[config.mk]
export PLATFORM = sky130hd
export DESIGN_NAME = mem_port_arbiter_flat
export DESIGN_NICKNAME = d
export VERILOG_FILES = /design/src/rtl/mem_port_arbiter_pkg.sv /design/src/rtl/mem_port_arbiter_if.sv /design/src/rtl/mem_port_arbiter_rr_pick.sv /design/src/rtl/mem_port_arbiter.sv /design/src/flat_wrapper.sv
export SDC_FILE = /design/constraint.sdc
export NUM_CORES = 1
export LEC_CHECK = 0
export CAP_MARGIN = 40
export CELL_PAD_IN_SITES_DETAIL_PLACEMENT = 1
export CELL_PAD_IN_SITES_GLOBAL_PLACEMENT = 2
export CORE_MARGIN = 2
export CORE_UTILIZATION = 24
export DETAILED_ROUTE_END_ITERATION = 10
export PLACE_DENSITY = 0.85
export SYNTH_ARGS = -nofsm -noshare
export SYNTH_HDL_FRONTEND = slang
export SYNTH_SLANG_ARGS = --single-unit
[constraint.sdc]
create_clock -name clk -period 4.8 [get_ports clk]
set_input_delay 0.96 -clock clk [delete_from_list [all_inputs] [get_ports clk]]
set_output_delay 0.96 -clock clk [all_outputs]
set_load 0.02 [all_outputs]
[src/rtl/mem_port_arbiter_pkg.sv]
// Shared definitions for the data-RAM port arbiter.
//   arb_state_e : arbiter FSM encoding (ARB_IDLE, ARB_OWN)
//   REQ_*       : fixed requester indices on the shared RAM port
//   wrap_inc    : modulo-n increment used for the round-robin pointer
package mem_arb_pkg;

    typedef enum logic [0:0] {
        ARB_IDLE = 1'b0,
        ARB_OWN  = 1'b1
    } arb_state_e;

    localparam int unsigned REQ_CPU = 0;
    localparam int unsigned REQ_DMA = 1;
    localparam int unsigned REQ_DBG = 2;

    function automatic int unsigned wrap_inc(input int unsigned idx, input int unsigned n);
        return (idx + 1 >= n) ? 0 : idx + 1;
    endfunction

endpackage

[src/rtl/mem_port_arbiter_if.sv]
// Requester and RAM-side signals of the shared data-RAM port.
//   req/req_we/req_addr/req_wdata : per-requester access request (packed, index i at i*W)
//   gnt/rvalid/rdata              : per-requester grant and read return
//   ram_we/ram_re/ram_addr/ram_wdata/ram_rdata : single-port RAM connection
// Modports:
//   slave  - the arbiter (accepts requests, drives the RAM)
//   master - the environment (requesters and RAM instance)
interface mem_port_arbiter_if #(
    parameter int unsigned NUM_REQ = 3,
    parameter int unsigned ADDR_W  = 8,
    parameter int unsigned DATA_W  = 8
);
    logic [NUM_REQ-1:0]        req;
    logic [NUM_REQ-1:0]        req_we;
    logic [NUM_REQ*ADDR_W-1:0] req_addr;
    logic [NUM_REQ*DATA_W-1:0] req_wdata;
    logic [NUM_REQ-1:0]        gnt;
    logic [NUM_REQ-1:0]        rvalid;
    logic [DATA_W-1:0]         rdata;
    logic                      ram_we;
    logic                      ram_re;
    logic [ADDR_W-1:0]         ram_addr;
    logic [DATA_W-1:0]         ram_wdata;
    logic [DATA_W-1:0]         ram_rdata;

    modport slave (
        input  req, req_we, req_addr, req_wdata, ram_rdata,
        output gnt, rvalid, rdata, ram_we, ram_re, ram_addr, ram_wdata
    );

    modport master (
        output req, req_we, req_addr, req_wdata, ram_rdata,
        input  gnt, rvalid, rdata, ram_we, ram_re, ram_addr, ram_wdata
    );

endinterface

[src/rtl/mem_port_arbiter_rr_pick.sv]
// Combinational round-robin priority picker.
//   req     : request vector
//   ptr     : highest-priority index this round (must be < N)
//   win_oh  : one-hot winner (zero when nothing requests)
//   win_idx : winner index
//   any     : at least one request present
module rr_pick #(
    parameter int unsigned N  = 3,
    parameter int unsigned IW = 2
) (
    input  logic [N-1:0]  req,
    input  logic [IW-1:0] ptr,
    output logic [N-1:0]  win_oh,
    output logic [IW-1:0] win_idx,
    output logic          any
);

    always_comb begin
        int unsigned idx;
        logic [IW-1:0] sel;
        win_oh  = '0;
        win_idx = '0;
        any     = 1'b0;
        idx     = 0;
        sel     = '0;
        // Scan from ptr upward, wrapping N-1 -> 0; first hit wins.
        for (int unsigned k = 0; k < N; k++) begin
            idx = 32'(ptr) + k;
            if (idx >= N) begin
                idx = idx - N;
            end
            sel = IW'(idx);
            if (!any && req[sel]) begin
                any         = 1'b1;
                win_oh[sel] = 1'b1;
                win_idx     = sel;
            end
        end
    end

endmodule

[src/rtl/mem_port_arbiter.sv]
// Shares one single-port data RAM between NUM_REQ requesters (CPU=0, DMA=1, debug=2).
// Round-robin ownership with a burst limit; the owner keeps the port across back-to-back
// accesses and one idle cycle separates successive owners. Read data returns one cycle
// after the read to the requester that issued it.
// Ports:
//   clk, reset_n : clock, asynchronous active-low reset
//   bus          : mem_port_arbiter_if.slave (requests, grants, read return, RAM port)
//   owner        : current owner index (debug)
// Build option MEM_ARB_CPU_PRIO_EN: CPU wins every arbitration, is exempt from the burst
// limit, and preempts any other owner after that owner's current access.
module mem_port_arbiter
    import mem_arb_pkg::*;
#(
    parameter int unsigned NUM_REQ   = 3,
    parameter int unsigned ADDR_W    = 8,
    parameter int unsigned DATA_W    = 8,
    parameter int unsigned MAX_BURST = 4,
    localparam int unsigned OwnerW   = $clog2(NUM_REQ),
    localparam int unsigned CntW     = $clog2(MAX_BURST + 1)
) (
    input  logic              clk,
    input  logic              reset_n,
    mem_port_arbiter_if.slave bus,
    output logic [OwnerW-1:0] owner
);

    arb_state_e          state_q, state_d;
    logic [OwnerW-1:0]   owner_q, owner_d;
    logic [NUM_REQ-1:0]  owner_oh_q, owner_oh_d;
    logic [OwnerW-1:0]   rr_ptr_q, rr_ptr_d;
    logic [CntW-1:0]     burst_q, burst_d;
    logic [ADDR_W-1:0]   addr_q;
    logic [DATA_W-1:0]   wdata_q;
    logic [NUM_REQ-1:0]  rvalid_q, rvalid_d;

    logic [NUM_REQ-1:0]  pick_oh;
    logic [OwnerW-1:0]   pick_idx;
    logic                pick_any;
    logic [NUM_REQ-1:0]  win_oh;
    logic [OwnerW-1:0]   win_idx;

    logic                own_req;
    logic                own_we;
    logic [ADDR_W-1:0]   own_addr;
    logic [DATA_W-1:0]   own_wdata;
    logic                issue;
    logic                others;
    logic                limit_hit;
    logic                preempt;

    rr_pick #(
        .N  (NUM_REQ),
        .IW (OwnerW)
    ) u_rr_pick (
        .req     (bus.req),
        .ptr     (rr_ptr_q),
        .win_oh  (pick_oh),
        .win_idx (pick_idx),
        .any     (pick_any)
    );

    // Owner's request fields and release conditions.
    always_comb begin
        own_req   = bus.req[owner_q];
        own_we    = bus.req_we[owner_q];
        own_addr  = bus.req_addr[32'(owner_q) * ADDR_W +: ADDR_W];
        own_wdata = bus.req_wdata[32'(owner_q) * DATA_W +: DATA_W];
        issue     = (state_q == ARB_OWN) && own_req;
        others    = |(bus.req & ~owner_oh_q);
`ifdef MEM_ARB_CPU_PRIO_EN
        win_oh    = bus.req[REQ_CPU] ? NUM_REQ'(1) : pick_oh;
        win_idx   = bus.req[REQ_CPU] ? OwnerW'(REQ_CPU) : pick_idx;
        // Burst limit compares the pre-increment count, so it also fires once saturated.
        limit_hit = (owner_q != OwnerW'(REQ_CPU)) && (burst_q >= CntW'(MAX_BURST - 1)) && others;
        preempt   = (owner_q != OwnerW'(REQ_CPU)) && bus.req[REQ_CPU];
`else
        win_oh    = pick_oh;
        win_idx   = pick_idx;
        limit_hit = (burst_q >= CntW'(MAX_BURST - 1)) && others;
        preempt   = 1'b0;
`endif
    end

    // Next-state logic.
    always_comb begin
        state_d    = state_q;
        owner_d    = owner_q;
        owner_oh_d = owner_oh_q;
        rr_ptr_d   = rr_ptr_q;
        burst_d    = burst_q;
        unique case (state_q)
            ARB_IDLE: begin
                if (pick_any) begin
                    state_d    = ARB_OWN;
                    owner_d    = win_idx;
                    owner_oh_d = win_oh;
                    burst_d    = '0;
                end
            end
            ARB_OWN: begin
                if (issue && (burst_q != CntW'(MAX_BURST))) begin
                    burst_d = burst_q + 1'b1;
                end
                if (!own_req || (issue && (limit_hit || preempt))) begin
                    state_d  = ARB_IDLE;
                    rr_ptr_d = OwnerW'(wrap_inc(32'(owner_q), NUM_REQ));
                end
            end
            default: state_d = ARB_IDLE;
        endcase
    end

    // A read issued now returns next cycle to the requester registered here, even if
    // ownership has moved on by then.
    assign rvalid_d = (issue && !own_we) ? owner_oh_q : '0;

    always_ff @(posedge clk or negedge reset_n) begin
        if (!reset_n) begin
            state_q    <= ARB_IDLE;
            owner_q    <= '0;
            owner_oh_q <= NUM_REQ'(1);
            rr_ptr_q   <= '0;
            burst_q    <= '0;
            addr_q     <= '0;
            wdata_q    <= '0;
            rvalid_q   <= '0;
        end else begin
            state_q    <= state_d;
            owner_q    <= owner_d;
            owner_oh_q <= owner_oh_d;
            rr_ptr_q   <= rr_ptr_d;
            burst_q    <= burst_d;
            rvalid_q   <= rvalid_d;
            if (issue) begin
                addr_q  <= own_addr;
                wdata_q <= own_wdata;
            end
        end
    end

    assign bus.gnt       = (state_q == ARB_OWN) ? (owner_oh_q & bus.req) : '0;
    assign bus.ram_we    = issue & own_we;
    assign bus.ram_re    = issue & ~own_we;
    // Address/data hold their last issued value when no access is issued.
    assign bus.ram_addr  = issue ? own_addr : addr_q;
    assign bus.ram_wdata = issue ? own_wdata : wdata_q;
    assign bus.rvalid    = rvalid_q;
    assign bus.rdata     = (|rvalid_q) ? bus.ram_rdata : '0;
    assign owner         = owner_q;

endmodule

[src/flat_wrapper.sv]
// flat-port wrapper written by rule: the top's interface ports become plain ports
module mem_port_arbiter_flat import mem_arb_pkg::*;
#(
    parameter int unsigned NUM_REQ   = 3,
    parameter int unsigned ADDR_W    = 8,
    parameter int unsigned DATA_W    = 8,
    parameter int unsigned MAX_BURST = 4,
    localparam int unsigned OwnerW   = $clog2(NUM_REQ),
    localparam int unsigned CntW     = $clog2(MAX_BURST + 1)
)
  (clk, reset_n, owner, bus_req, bus_req_we, bus_req_addr, bus_req_wdata, bus_ram_rdata, bus_gnt, bus_rvalid, bus_rdata, bus_ram_we, bus_ram_re, bus_ram_addr, bus_ram_wdata);
  mem_port_arbiter_if #(.NUM_REQ(NUM_REQ), .ADDR_W(ADDR_W), .DATA_W(DATA_W)) bus_i ();
  input  logic clk;
  input  logic reset_n;
  output logic [OwnerW-1:0] owner;
  input wire logic [$bits(bus_i.req)-1:0] bus_req;
  input wire logic [$bits(bus_i.req_we)-1:0] bus_req_we;
  input wire logic [$bits(bus_i.req_addr)-1:0] bus_req_addr;
  input wire logic [$bits(bus_i.req_wdata)-1:0] bus_req_wdata;
  input wire logic [$bits(bus_i.ram_rdata)-1:0] bus_ram_rdata;
  output wire logic [$bits(bus_i.gnt)-1:0] bus_gnt;
  output wire logic [$bits(bus_i.rvalid)-1:0] bus_rvalid;
  output wire logic [$bits(bus_i.rdata)-1:0] bus_rdata;
  output wire logic [$bits(bus_i.ram_we)-1:0] bus_ram_we;
  output wire logic [$bits(bus_i.ram_re)-1:0] bus_ram_re;
  output wire logic [$bits(bus_i.ram_addr)-1:0] bus_ram_addr;
  output wire logic [$bits(bus_i.ram_wdata)-1:0] bus_ram_wdata;
  assign bus_i.req = bus_req;
  assign bus_i.req_we = bus_req_we;
  assign bus_i.req_addr = bus_req_addr;
  assign bus_i.req_wdata = bus_req_wdata;
  assign bus_i.ram_rdata = bus_ram_rdata;
  assign bus_gnt = bus_i.gnt;
  assign bus_rvalid = bus_i.rvalid;
  assign bus_rdata = bus_i.rdata;
  assign bus_ram_we = bus_i.ram_we;
  assign bus_ram_re = bus_i.ram_re;
  assign bus_ram_addr = bus_i.ram_addr;
  assign bus_ram_wdata = bus_i.ram_wdata;
  mem_port_arbiter #(.NUM_REQ(NUM_REQ), .ADDR_W(ADDR_W), .DATA_W(DATA_W), .MAX_BURST(MAX_BURST)) u_core (.clk(clk), .reset_n(reset_n), .bus(bus_i), .owner(owner));
endmodule
==> impl_results.md, run 1 <==
* Outcome: completed
* Count of clock tree sinks at 30
* Max-cap violations at 0
* H-tree depth at 2
* Global Route met2 Usage at 0.239
* Die area at 9010 sq um
* Vias at 1,997
* Yosys warning total at 0
* Hold endpoint: u_core.addr_q[4]
* FF-to-FF End: u_core.owner_oh_q[0]
* DRT antenna net count at 0
* Max incr delay on CP at 0.66 ns
* Routed length per instance at 14.1 um
* Ports at 98
* Slowest CP cell: clkdlybuf4s50_1
* Post-synth ARST share at 1.00
* Critical Path Sink Type: primary output
* Setup TNS at 0 ns
* Cts hold-fix bufs at 0
* GP Congestion at 0.763
* Unique masters post-synth at 44
* Post-Layout Cell Count at 434
* Vias in the first global route at 2,082
* Worst Path Arrival at 3.09 ns
* Antenna cells at 0
* Syn Nets at 304
* Crit-path most repeated cell: clkdlybuf4s50_1
* Hold path startpoint: u_core.addr_q[4]
* Nets@finish at 400
* PD cells at 593 nW/um^2
* Switching power at 839 uW
* Clock Path Buffers at 2
* Top post-synthesis cells by area: dfrtp_1, mux2i_1, a21oi_1, nand2_1, o21ai_1
* Clock Pin Slew Worst Setup and Hold Paths at 0.06 ns
* # fillers at 947
* R2R Path Start: u_core.rr_ptr_q[1]
* Share of cells above drive strength 1 at 0.0578
* Cells after Synth at 233
* Root buffer cell: clkbuf_8
* Headroom to the max-slew limit at 0.482
* Area leader, netlist: dfrtp_1
* Crit-path cells: clkdlybuf4s50_1 -> mux2i_1 -> o2bb2ai_1 -> nand2_1 -> buf_4 -> o21ai_0 -> clkdlybuf4s50_1
* Crit start category: primary input
* Top Usage Layer GRT: met2
* R2r setup slk at 2.61 ns
* DRC viols at 0
* Mean Syn Cell Area at 8.52 sq um
* CP max FO at 34
* Setup repair bufs after CTS at 0
* Final worst slack at 0.752 ns
* Met3 Resource Use GR at 0.0487
* Seq pwr share at 0.237
* Clock Latency Late Sink at 0.28 ns
* EDFF count, synth at 0
* Sw Share at 0.451
* Setup violators final at 0
* Min-Delay Path Class: reg2reg
* R2r worst-path depth at 6
* Worst clock skew on the final layout at 0.00714 ns
* Final Core Density at 0.386
* Worst slack, placed at 0.748 ns
* GR Overflow Total at 0
* Die width at 94.9 um
* Met1 Use GR at 0.178
* Main synth FF type: dfrtp_1
* Final period utilization at 0.843
* Final wirelength at 6140 um
* First-pass GRT wire length at 10,000 um
* Req. time, crit path at 3.84 ns
* GRT Total Usage at 0.142
* Slew Limit Fails at 0
* Clk pwr share at 0.102
* Die height at 94.9 um
* CTS tree: done
* Mapped Area at 1980 sq um
* Dpl hpwl at 4710 um
* Combinational power share at 0.661
* Hold path depth at 2
* PnR Total Power at 1.86 mW
* CTS buffer count at 5
* Leak at 1.32 nW
* Placed cells at 427
* Worst Max-Slew Pin Slew at 0.771 ns
* Layout area overhead at 58.3%
* IO buf count at 97
* Initial detailed-routing violation count at 23
* DR pass1 iterations at 4
* Min Clock Period, post-route at 4.05 ns
* Fmax at 0.247 GHz
* Power Internal at 1.02 mW
* Synthesized flop and latch total at 30
* CP Class: in2out
* Top cell type's share of synthesized area at 0.366
* Row cnt at 33
* Final Hold Viols at 0
* Resized cells post-CTS at 0
* Vias/cell at 4.60
* Max VDD drop at 0.186 mV
* Initial Utilization at 0.244
* Antenna violations before repair at 0
* Unrepaired setup endpoints after global routing: no
* Pin count of the biggest net entering global routing at 35
* Core region area at 8130 sq um
* Sequential-to-total area share from yosys stat at 0.379
==> worst max-delay path, delay by kind of cell <==
family	cells	cell delay, ns
buffers and inverters	3	1.41
AO/OA/AOI/OAI	2	0.54
AND/OR/NAND/NOR	1	0.09
multiplexers	1	0.09
==> flip-flops by register name (all words and copies together), names as in the netlist <==
| signal | cells |
|---|---|
| u_core.state_q | 1 |
| u_core.owner | 2 |
| u_core.wdata_q | 8 |
| u_core.owner_oh_q | 3 |
| u_core.burst_q | 3 |
| u_core.addr_q | 8 |
| u_core.rr_ptr_q | 2 |
| u_core.bus.rvalid | 3 |
==> per-stage QoR <==
step	hold slack (ns)	cell area [sq um]
after global routing	0.525	3140
after floorplan	0.469	1980
final	0.496	3140
after CTS	0.498	3140
after global placement	0.474	3060
after detailed placement	0.484	3060
==> power by group through the flow <==
stage | sequential (mW) | clock, mW | combinational [mW]
floorplan | 0.426 | 0 | 0.785
global placement | 0.443 | 0 | 1.23
detailed placement | 0.447 | 0 | 1.25
CTS | 0.443 | 0.196 | 1.25
global route | 0.460 | 0.211 | 1.36
finish | 0.442 | 0.190 | 1.23
==> layer usage <==
layer | vias up | wire length (um)
met1 | 930 | 2690
li1 | 994 | -
met2 | 69 | 2950
met3 | 4 | 479
met4 | 0 | 24
met5 | - | 0
==> cells in the mapped netlist, types with 3 or more instances <==
master    count
dfrtp_1      29
o21ai_1      19
nor2b_1      11
mux2_2        3
and3_1        3
buf_2         6
a21oi_1      21
inv_1        11
nand2_1      28
nor2_1       23
clkbuf_1      7
ha_1          7
mux2i_1      22
o21ai_0       6
and2_1        3
==> area by class of cell <==
type	instances	area, sq um	share of cell area
inverters	11	41.3	0.0131
multi-input cells	176	1110	0.353
clock buffers	7	76.3	0.0243
repair buffers	105	1030	0.328
flip-flops and latches	30	752	0.239
well taps	105	131	0.0418
==> worst max path at each step <==
stage | from | slack [ns] | endpoint | depth (start not counted)
final | bus_req[0] | 0.75 | bus_ram_addr[7] | 7
after global routing | bus_req[0] | 0.60 | bus_ram_addr[7] | 7
after CTS | bus_req[0] | 0.74 | bus_ram_re | 7
after detailed placement | bus_req[0] | 0.75 | bus_ram_re | 7
after global placement | bus_req[2] | 0.81 | bus_ram_addr[7] | 7
after floorplan | bus_req[2] | 1.84 | bus_ram_addr[1] | 5
==> kinds of logic (layout without fill, tap and decap cells) <==
logic type,after synthesis,in the layout,synth area share
flops,30,30,0.379
mux,26,26,0.134
compound gates,65,65,0.198
buf+inv,27,123,0.0624
simple gates,78,78,0.183
fa+ha+maj,7,7,0.0441
==> cells in the final DEF, fill, tap and decap left out, types with 2 or more instances in the layout <==
master and n:
clkdlybuf4s50_1 97, dfrtp_1 29, nand2_1 28, nor2_1 23, mux2i_1 22, a21oi_1 21
o21ai_1 19, nor2b_1 11, inv_1 11, buf_4 8, ha_1 7, o21ai_0 6
clkbuf_8 5, and3_1 3, and2_1 3, mux2_2 3, nand3b_1 2, nand2b_1 2
nand3_1 2, o21bai_1 2, clkbuf_1 2
(Power assumes the default switching activity.)
==> inputs of run 2 (changes only) <==
Settings changed: CORE_UTILIZATION 24 to 22, PLACE_DENSITY 0.85 to 0.78.
Clock period 4.8 ns to 3.84 ns, I/O delays scaled along.
==> run 2 against run 1 <==
Net effect:
- design area rose by 1.9%
- wire length increased by 4.7%
- power is 30% higher
- largest power group unchanged
- clock power grew 58%
- via count is 3.3% higher
- non-clock buffer count is 3 higher
- combinational power increased by 28%
- core utilization fell by 1.9 points
==> impl_results.md, run 2 (synthesis results as in run 1) <==
* Outcome: completed
* Max-cap violations at 0
* Met3 Resource Use GR at 0.0333
* Final wirelength at 6430 um
* R2r setup slk at 1.64 ns
* Routed length per instance at 14.6 um
* Switching power at 1.07 mW
* Headroom to the max-slew limit at 0.467
* CP Class: in2out
* GR Overflow Total at 0
* FF-to-FF End: u_core.owner_oh_q[0]
* CTS tree: done
* Placed cells at 433
* Die height at 99.0 um
* Vias in the first global route at 2,251
* Layout area overhead at 61.3%
* R2R Path Start: u_core.rr_ptr_q[1]
* Final worst slack at 0.291 ns
* GRT Total Usage at 0.135
* Slew Limit Fails at 0
* GP Congestion at 0.734
* Most frequent cells in the layout: clkdlybuf4s50_1, dfrtp_1, nand2_1, nor2_1, mux2i_1
* Setup repair bufs after CTS at 0
* Dpl hpwl at 5130 um
* Antenna cells at 0
* Vias/cell at 4.68
* Clk pwr share at 0.124
* Clock Latency Late Sink at 0.28 ns
* # fillers at 997
* Die width at 99.0 um
* Ports at 98
* Row cnt at 34
* Root buffer cell: clkbuf_8
* Nets@finish at 403
* Worst Path Arrival at 2.78 ns
* Req. time, crit path at 3.07 ns
* DR pass1 iterations at 4
* Setup violators final at 0
* CP endpoint: bus_ram_addr[4]
* Top Usage Layer GRT: met2
* Global Route met2 Usage at 0.240
* Largest registers: u_core.addr_q: 8 flops, u_core.wdata_q: 8 flops
* DRT antenna net count at 0
* Clock Pin Slew Worst Setup and Hold Paths at 0.06 ns
* CP startpoint: bus_req[2]
* Vias at 2,063
* Met1 Use GR at 0.162
* PD cells at 757 nW/um^2
* Worst slack, placed at 0.272 ns
* Core region area at 8720 sq um
* Cell area after layout at 3200 sq um
* Reg area at 752 sq um
* Min Clock Period, post-route at 3.55 ns
* Share of cells above drive strength 1 at 0.0751
* First-pass GRT wire length at 10,700 um
* Post-Layout Cell Count at 441
* Final Core Density at 0.367
* Slowest CP cell: clkdlybuf4s50_1
* Leak at 1.36 nW
* Combinational power share at 0.650
* Fmax at 0.282 GHz
* Max VDD drop at 0.285 mV
* Power Internal at 1.35 mW
* Sw Share at 0.441
* CP max FO at 25
* Die area at 9800 sq um
* PnR Total Power at 2.42 mW
* Crit-path cells: clkdlybuf4s50_1 -> mux2i_1 -> o2bb2ai_1 -> nand2_1 -> buf_4 -> nand2_1 -> o21ai_1 -> clkdlybuf4s50_1
* Final period utilization at 0.924
* Resized cells post-CTS at 0
* Unrepaired setup endpoints after global routing: no
* R2r worst-path depth at 6
* Commonest non-fill, non-tap cell in the layout: clkdlybuf4s50_1
* Pin count of the biggest net entering global routing at 31
* H-tree depth at 2
* Seq pwr share at 0.226
* Worst Max-Slew Pin Slew at 0.794 ns
* Clock Path Buffers at 2
* DRC viols at 0
* Count of clock tree sinks at 30
* Max incr delay on CP at 0.65 ns
* Min-Delay Path Class: reg2reg
* Placed cell area at 3090 sq um
* Antenna violations before repair at 0
* Worst clock skew on the final layout at 0.00537 ns
* Final Hold Viols at 0
* IO buf count at 97
* Initial detailed-routing violation count at 57
* Initial Utilization at 0.228
* Area of the multi-input gates at 1110 sq um
* Setup TNS at 0 ns
* Critical Path Sink Type: primary output
* CTS buffer count at 5
* Crit start category: primary input
* Hold path depth at 2
* Cts hold-fix bufs at 0
* Final Hold Slack at 0.501 ns
run 2: cell count changes in the layout (fill, tap and decap cells not counted):
cell,delta
clkbuf_1,-2
clkbuf_8,+3
buf_4,+3
run 2: layer usage:
metal | share of wire | routed length [um]
met1 | 0.42 | 2680
met2 | 0.51 | 3260
met3 | 0.064 | 413
met4 | 0.012 | 75
met5 | 0 | 0
run 2: critical path: cells and delay by family:
kind | cells | cell delay [ns]
AND/OR/NAND/NOR | 2 | 0.19
multiplexers | 1 | 0.21
buffers and inverters | 3 | 1.35
AO/OA/AOI/OAI | 2 | 0.24
run 2: power groups by stage:
| stage | registers (mW) | logic (mW) | clock network (mW) |
|---|---|---|---|
| finish | 0.548 | 1.58 | 0.300 |
| global route | 0.569 | 1.75 | 0.321 |
| CTS | 0.551 | 1.60 | 0.311 |
| detailed placement | 0.557 | 1.60 | 0 |
| global placement | 0.550 | 1.57 | 0 |
| floorplan | 0.532 | 0.981 | 0 |
run 2: how the worst min path moves through the flow:
stage | startpoint | endpoint | slack (ns)
finish | u_core.addr_q[1] | u_core.addr_q[1] | 0.50
global route | u_core.addr_q[2] | u_core.addr_q[2] | 0.53
CTS | u_core.addr_q[2] | u_core.addr_q[2] | 0.50
global placement | u_core.wdata_q[4] | u_core.wdata_q[4] | 0.47
floorplan | reset_n | u_core.addr_q[0] | 0.47
detailed placement | u_core.addr_q[0] | u_core.addr_q[0] | 0.49
run 2: cell type report:
cell class / count / share of cell area
clock buffer: 8 / 0.0344
inverter: 11 / 0.0129
multi-input combinational: 176 / 0.346
sequential: 30 / 0.235
tap: 108 / 0.0422
timing repair buffer: 108 / 0.329
==> inputs of run 3 (changes only) <==
Settings changed: CAP_MARGIN 40 to unset.
==> results of run 3 <==
Final layout, timing and power as in run 2 (identical DEF).
